### config.mk
export PLATFORM = sky130hd
export DESIGN_NAME = alu_issue_ctrl
export DESIGN_NICKNAME = d
export VERILOG_FILES = /design/src/rtl/alu_pkg.sv /design/src/rtl/alu_regfile.sv /design/src/rtl/alu_issue_ctrl.sv
export SDC_FILE = /design/constraint.sdc
export NUM_CORES = 1
export LEC_CHECK = 0
export CAP_MARGIN = 5
export CORE_MARGIN = 2
export CORE_UTILIZATION = 57
export DETAILED_ROUTE_END_ITERATION = 10
export MAX_ROUTING_LAYER = met4
export PLACE_DENSITY = 0.81
export SLEW_MARGIN = 10
export SYNTH_ARGS = -nofsm -noshare
export SYNTH_HDL_FRONTEND = slang
export SYNTH_SLANG_ARGS = --single-unit
export TNS_END_PERCENT = 10
### constraint.sdc
create_clock -name clk -period 3.85 [get_ports clk]
set_clock_uncertainty 0.2 [all_clocks]
set_input_delay 0.385 -clock clk [delete_from_list [all_inputs] [get_ports clk]]
set_output_delay 0.385 -clock clk [all_outputs]
set_load 0.005 [all_outputs]
### src/rtl/alu_pkg.sv
// Shared opcodes, FSM encoding and helpers for the ALU issue controller.
package alu_pkg;

  localparam int DATA_W_DEF = 32;

  localparam logic [3:0] OP_ADD = 4'b0000;
  localparam logic [3:0] OP_SUB = 4'b0001;
  localparam logic [3:0] OP_MUL = 4'b0010;
  localparam logic [3:0] OP_AND = 4'b0011;
  localparam logic [3:0] OP_OR  = 4'b0100;
  localparam logic [3:0] OP_XOR = 4'b0110;
  localparam logic [3:0] OP_NOT = 4'b0111;
  localparam logic [3:0] OP_SHL = 4'b1000;
  localparam logic [3:0] OP_SHR = 4'b1001;

  typedef enum logic [1:0] {
    ST_IDLE = 2'd0,
    ST_EXEC = 2'd1,
    ST_WB   = 2'd2
  } state_e;

  function automatic logic is_legal_op(input logic [3:0] op);
    logic legal;
    legal = 1'b0;
    case (op)
      OP_ADD, OP_SUB, OP_MUL,
      OP_AND, OP_OR, OP_XOR,
      OP_NOT, OP_SHL, OP_SHR: legal = 1'b1;
      default:                legal = 1'b0;
    endcase
    return legal;
  endfunction

endpackage

### src/rtl/alu_regfile.sv
// Register file: two sync-reset write ports (writeback beats host),
// three combinational read ports.
module alu_regfile #(
  parameter int DATA_W = 32,
  parameter int NREG   = 8,
  parameter int REG_AW = 3
) (
  input  logic              clk,
  input  logic              rst,
  input  logic              i_wb_we,
  input  logic [REG_AW-1:0] i_wb_addr,
  input  logic [DATA_W-1:0] i_wb_data,
  input  logic              i_host_we,
  input  logic [REG_AW-1:0] i_host_addr,
  input  logic [DATA_W-1:0] i_host_data,
  input  logic [REG_AW-1:0] i_rs1_addr,
  output logic [DATA_W-1:0] o_rs1_data,
  input  logic [REG_AW-1:0] i_rs2_addr,
  output logic [DATA_W-1:0] o_rs2_data,
  input  logic [REG_AW-1:0] i_dbg_addr,
  output logic [DATA_W-1:0] o_dbg_data
);

  logic [DATA_W-1:0] r_mem [NREG];
  logic              w_host_ok;

  // A host write colliding with writeback on the same index is dropped.
  assign w_host_ok = i_host_we &&
                     !(i_wb_we && (i_wb_addr == i_host_addr));

  always_ff @(posedge clk) begin
    if (rst) begin
      for (int i = 0; i < NREG; i++) begin
        r_mem[i] <= '0;
      end
    end else begin
      if (i_wb_we) begin
        r_mem[i_wb_addr] <= i_wb_data;
      end
      if (w_host_ok) begin
        r_mem[i_host_addr] <= i_host_data;
      end
    end
  end

  assign o_rs1_data = r_mem[i_rs1_addr];
  assign o_rs2_data = r_mem[i_rs2_addr];
  assign o_dbg_data = r_mem[i_dbg_addr];

endmodule

### src/rtl/alu_issue_ctrl.sv
// Issue sequencer for the external 32-bit ALU: IDLE -> EXEC -> WB,
// operands read at handshake, result written back in WB.
module alu_issue_ctrl
  import alu_pkg::*;
#(
  parameter int DATA_W = DATA_W_DEF,
  parameter int NREG   = 8,
  parameter int REG_AW = 3
) (
  input  logic                  clk,
  input  logic                  rst,
  input  logic                  instr_valid,
  output logic                  instr_ready,
  input  logic [4+3*REG_AW-1:0] instr,
  input  logic                  host_we,
  input  logic [REG_AW-1:0]     host_waddr,
  input  logic [DATA_W-1:0]     host_wdata,
  input  logic [REG_AW-1:0]     dbg_raddr,
  output logic [DATA_W-1:0]     dbg_rdata,
  output logic [DATA_W-1:0]     alu_op1,
  output logic [DATA_W-1:0]     alu_op2,
  output logic [3:0]            alu_opcode,
  input  logic [DATA_W-1:0]     alu_result,
  output logic                  res_valid,
  output logic [DATA_W-1:0]     res_data,
  output logic [REG_AW-1:0]     res_rd,
  output logic                  illegal_op
);

  state_e            r_state;
  state_e            w_state_nxt;
  logic              w_accept;
  logic              w_reject;
  logic              w_legal;
  logic              w_wb_we;
  logic [3:0]        w_op;
  logic [REG_AW-1:0] w_rd;
  logic [REG_AW-1:0] w_rs1;
  logic [REG_AW-1:0] w_rs2;
  logic [DATA_W-1:0] w_rs1_data;
  logic [DATA_W-1:0] w_rs2_data;

  logic [DATA_W-1:0] r_op1;
  logic [DATA_W-1:0] r_op2;
  logic [3:0]        r_opcode;
  logic [REG_AW-1:0] r_rd;
  logic [DATA_W-1:0] r_res_data;
  logic              r_illegal;

  assign {w_op, w_rd, w_rs1, w_rs2} = instr;
  assign w_legal = is_legal_op(w_op);

  always_comb begin
    w_state_nxt = r_state;
    w_accept    = 1'b0;
    w_reject    = 1'b0;
    unique case (r_state)
      ST_IDLE: begin
        if (instr_valid) begin
          if (w_legal) begin
            w_accept    = 1'b1;
            w_state_nxt = ST_EXEC;
          end else begin
            w_reject    = 1'b1;
          end
        end
      end
      ST_EXEC: w_state_nxt = ST_WB;
      ST_WB:   w_state_nxt = ST_IDLE;
      default: w_state_nxt = ST_IDLE;
    endcase
  end

  always_ff @(posedge clk) begin
    if (rst) begin
      r_state    <= ST_IDLE;
      r_op1      <= '0;
      r_op2      <= '0;
      r_opcode   <= 4'b0000;
      r_rd       <= '0;
      r_res_data <= '0;
      r_illegal  <= 1'b0;
    end else begin
      r_state   <= w_state_nxt;
      r_illegal <= w_reject;
      if (w_accept) begin
        r_opcode <= w_op;
        r_rd     <= w_rd;
        r_op1    <= w_rs1_data;
        r_op2    <= w_rs2_data;
      end
      if (r_state == ST_EXEC) begin
        r_res_data <= alu_result;
      end
    end
  end

  assign w_wb_we = (r_state == ST_WB);

  alu_regfile #(
    .DATA_W (DATA_W),
    .NREG   (NREG),
    .REG_AW (REG_AW)
  ) u_regfile (
    .clk         (clk),
    .rst         (rst),
    .i_wb_we     (w_wb_we),
    .i_wb_addr   (r_rd),
    .i_wb_data   (r_res_data),
    .i_host_we   (host_we),
    .i_host_addr (host_waddr),
    .i_host_data (host_wdata),
    .i_rs1_addr  (w_rs1),
    .o_rs1_data  (w_rs1_data),
    .i_rs2_addr  (w_rs2),
    .o_rs2_data  (w_rs2_data),
    .i_dbg_addr  (dbg_raddr),
    .o_dbg_data  (dbg_rdata)
  );

  assign instr_ready = (r_state == ST_IDLE);
  assign res_valid   = w_wb_we;
  assign res_data    = r_res_data;
  assign res_rd      = r_rd;
  assign alu_op1     = r_op1;
  assign alu_op2     = r_op2;
  assign alu_opcode  = r_opcode;
  assign illegal_op  = r_illegal;

endmodule

==> flow_summary.toml <==
[route]
wl_per_cell_um = 30.7
drt_wl_total_um = 61700
drtIter0Drc = 1917
via_per_inst = 7.37
postRouteAntennaNets = 0
route.vias.total = 14823
drtPass1Iterations = 5
post-route-drc-count = 0

[power]
power_density_mw_per_mm2 = 416
ir_drop_uv = 306
clkPwrFrac_pct = 39.4
seqPwrFrac_pct = 46.0
power_leakage_nw = 8.24
internal-power_mw = 7.47
combPwrFrac_pct = 14.5
p_switching_mw = 2.43
swShare_pct = 24.5

[critical_path]
start_kind = "input pin"
worstRegToRegCells = 5
worst-setup-path-type = "in2out"
cp.arrival_ns = 2.50
path_max_fanout = 25
end_kind = "output port"
r2r-start = "res_rd[2]"
crit_start = "dbg_raddr[1]"
critPathRequiredTime_ns = 3.26

[cts]
cts-resized-gates = 0
htreeDepth = 2
cts.sinks = 362
cts_made_buffers = 39
clkTransAtPathRegs_ns = 0.06
cts_tree = "built"
cts_root_buf = "clkbuf_16"
clk_latency_ns = 0.53
cts_max_path_buffers = 3

[placed_design]
placement.io_buffers = 224
dp_cells = 1935
dpl.hpwl_um = 36900
globalplace.congestion = 0.859

[final_layout]
nets = 1609
seqCellArea_mm2 = 0.00981
num-fill-cells = 2301
final_cell_mix = "a22o_1, edfxtp_1, clkdlybuf4s50_1"
final_cells = 2010
area_delta_synth_final_pct = 18.4
drive_above_1_share_pct = 23.9
multi_input_area_mm2 = 0.00937

[timing]
layout_min_cycle_time_ns = 3.08
tns_ns = 0
max_freq_mhz = 324
drv_slew = 0
finalSetupViolations = 0
rsz0062_at_grt = "false"
tightest_slew_ns = 1.17
post-route-period-util_pct = 80.1
slew_headroom_pct = 22.1
hold_violations = 0

[synth]
netlist_area_mm2 = 0.0201
synth_area_per_cell_um2 = 14.2
syn-num-nets = 1500
synth-seq-cells = 362
synth_cell_types = 33
netlist_instances = 1413
yosysWarnings = 0
yosysSeqAreaShare_pct = 48.8

[floorplanning]
initial_core_util_pct = 58.1
ios = 225
die_y_um = 192
die-area_mm2 = 0.0368
die_w_um = 192
design.core.area_mm2 = 0.0346
num_rows = 68

[flow_run]
maxCapViolations = 0

[hold_path]
hp-start = "alu_result[27]"
holdCritPathClass = "in2reg"
hold_depth = 3

[run_status]
status = "completed"

[global_routing]
grt_overflow = 0
grt_pass1_vias = 15269
antenna_found_initial = 4
grt_usage_pct = 34.9
grt_max_degree = 59
grt_pass1_wl_um = 92200
==> registers in the layout, indices dropped and copies added (netlist names) <==
signal,cells
alu_op1,32
alu_op2,32
alu_opcode,4
illegal_op,1
r_state,2
res_data,32
res_rd,3
u_regfile.r_mem,256
==> per-stage QoR <==
step                      hold WS, ns  setup slack [ns]  power, mW  instance area (µm²)  utilization, %
after CTS                       0.187             0.822       9.88                23800            68.7
after global placement          0.265             0.610       6.01                22500            64.9
after global routing            0.204             0.753       10.1                23800            68.8
final                           0.192             0.768       9.90                23800            68.8
after detailed placement        0.272             0.588       6.05                22500            64.9
after floorplan                 0.270              1.12       5.41                20100               -
==> per-layer routing <==
metal	GRT usage, %	wire length (µm)	up-vias
li1	-	-	6047
met1	43.3	21400	7286
met2	54.9	29900	1254
met3	7.88	7700	236
met4	16.2	2690	0
met5	-	0	-
==> cell usage after synthesis <==
library cell | count | area share (%)
a22o_1 | 256 | 11
o21ai_0 | 7 | 0.17
a211oi_1 | 64 | 2.4
or3_1 | 9 | 0.28
buf_1 | 68 | 1.3
nand3b_1 | 2 | 0.075
or3b_1 | 1 | 0.044
or3b_2 | 1 | 0.044
dfxtp_1 | 106 | 11
o41ai_4 | 2 | 0.27
nor3_2 | 2 | 0.10
mux2i_1 | 64 | 3.2
or2b_1 | 1 | 0.037
xor2_1 | 3 | 0.13
nand2_1 | 66 | 1.2
clkbuf_1 | 70 | 1.3
and2_1 | 1 | 0.031
nor3_1 | 2 | 0.050
nand3_1 | 8 | 0.20
buf_4 | 1 | 0.037
o22ai_1 | 1 | 0.031
mux4_2 | 192 | 21
nor2b_1 | 3 | 0.093
buf_2 | 45 | 1.1
edfxtp_1 | 256 | 38
nor2_1 | 10 | 0.19
a21oi_1 | 103 | 2.6
o22a_1 | 1 | 0.044
inv_1 | 1 | 0.019
nand2b_1 | 3 | 0.093
buf_6 | 24 | 1.3
mux2_2 | 32 | 1.8
nor2_4 | 8 | 0.45
==> cell families (layout without fill, tap and decap cells) <==
kind of cell           count (synthesis)  after routing  share of synthesized area (%)
other                                  0              4                              0
buffers and inverters                209            347                           5.09
AO/OA/AOI/OAI                        434            434                           16.6
flip-flops                           362            362                           48.8
AND/OR/NAND/NOR                      117            117                           2.91
XOR/XNOR                               3              3                          0.131
multiplexers                         288            288                           26.5
==> power groups by stage <==
stage                     Combinational [mW]  Sequential [mW]  Clock [mW]
after floorplan                        0.856             4.55           0
after global placement                  1.40             4.61           0
after detailed placement                1.42             4.63           0
after CTS                               1.43             4.55        3.90
after global routing                    1.52             4.58        4.05
final                                   1.44             4.56        3.90
==> final timing paths <==
check / end / slack [ns]
max: dbg_rdata[20] / 0.77
min: res_data[27] / 0.19
max reg2reg: u_regfile.r_mem[6][0] / 0.89
min reg2reg: alu_opcode[0] / 0.28
==> final cells by class <==
class / instances / area share, %
Clock inverter: 17 / 0.804
Antenna cell: 4 / 0.0420
Tap cell: 455 / 2.39
Timing Repair Buffer: 276 / 11.4
Sequential cell: 362 / 41.2
Multi-Input combinational cell: 842 / 39.3
Clock buffer: 53 / 4.80
Inverter: 1 / 0.0158
==> timing repair <==
action                                 in CTS  in global routing
buffers inserted                            0                  0
endpoints found under the hold margin       5                  0
hold buffers                                1                  0
==> critical path, cell delays in order <==
cell	delay [ns]
buf_2	0.59
buf_4	0.39
mux4_2	0.36
mux2_2	0.29
clkdlybuf4s50_1	0.47
(Power assumes the default switching activity.)
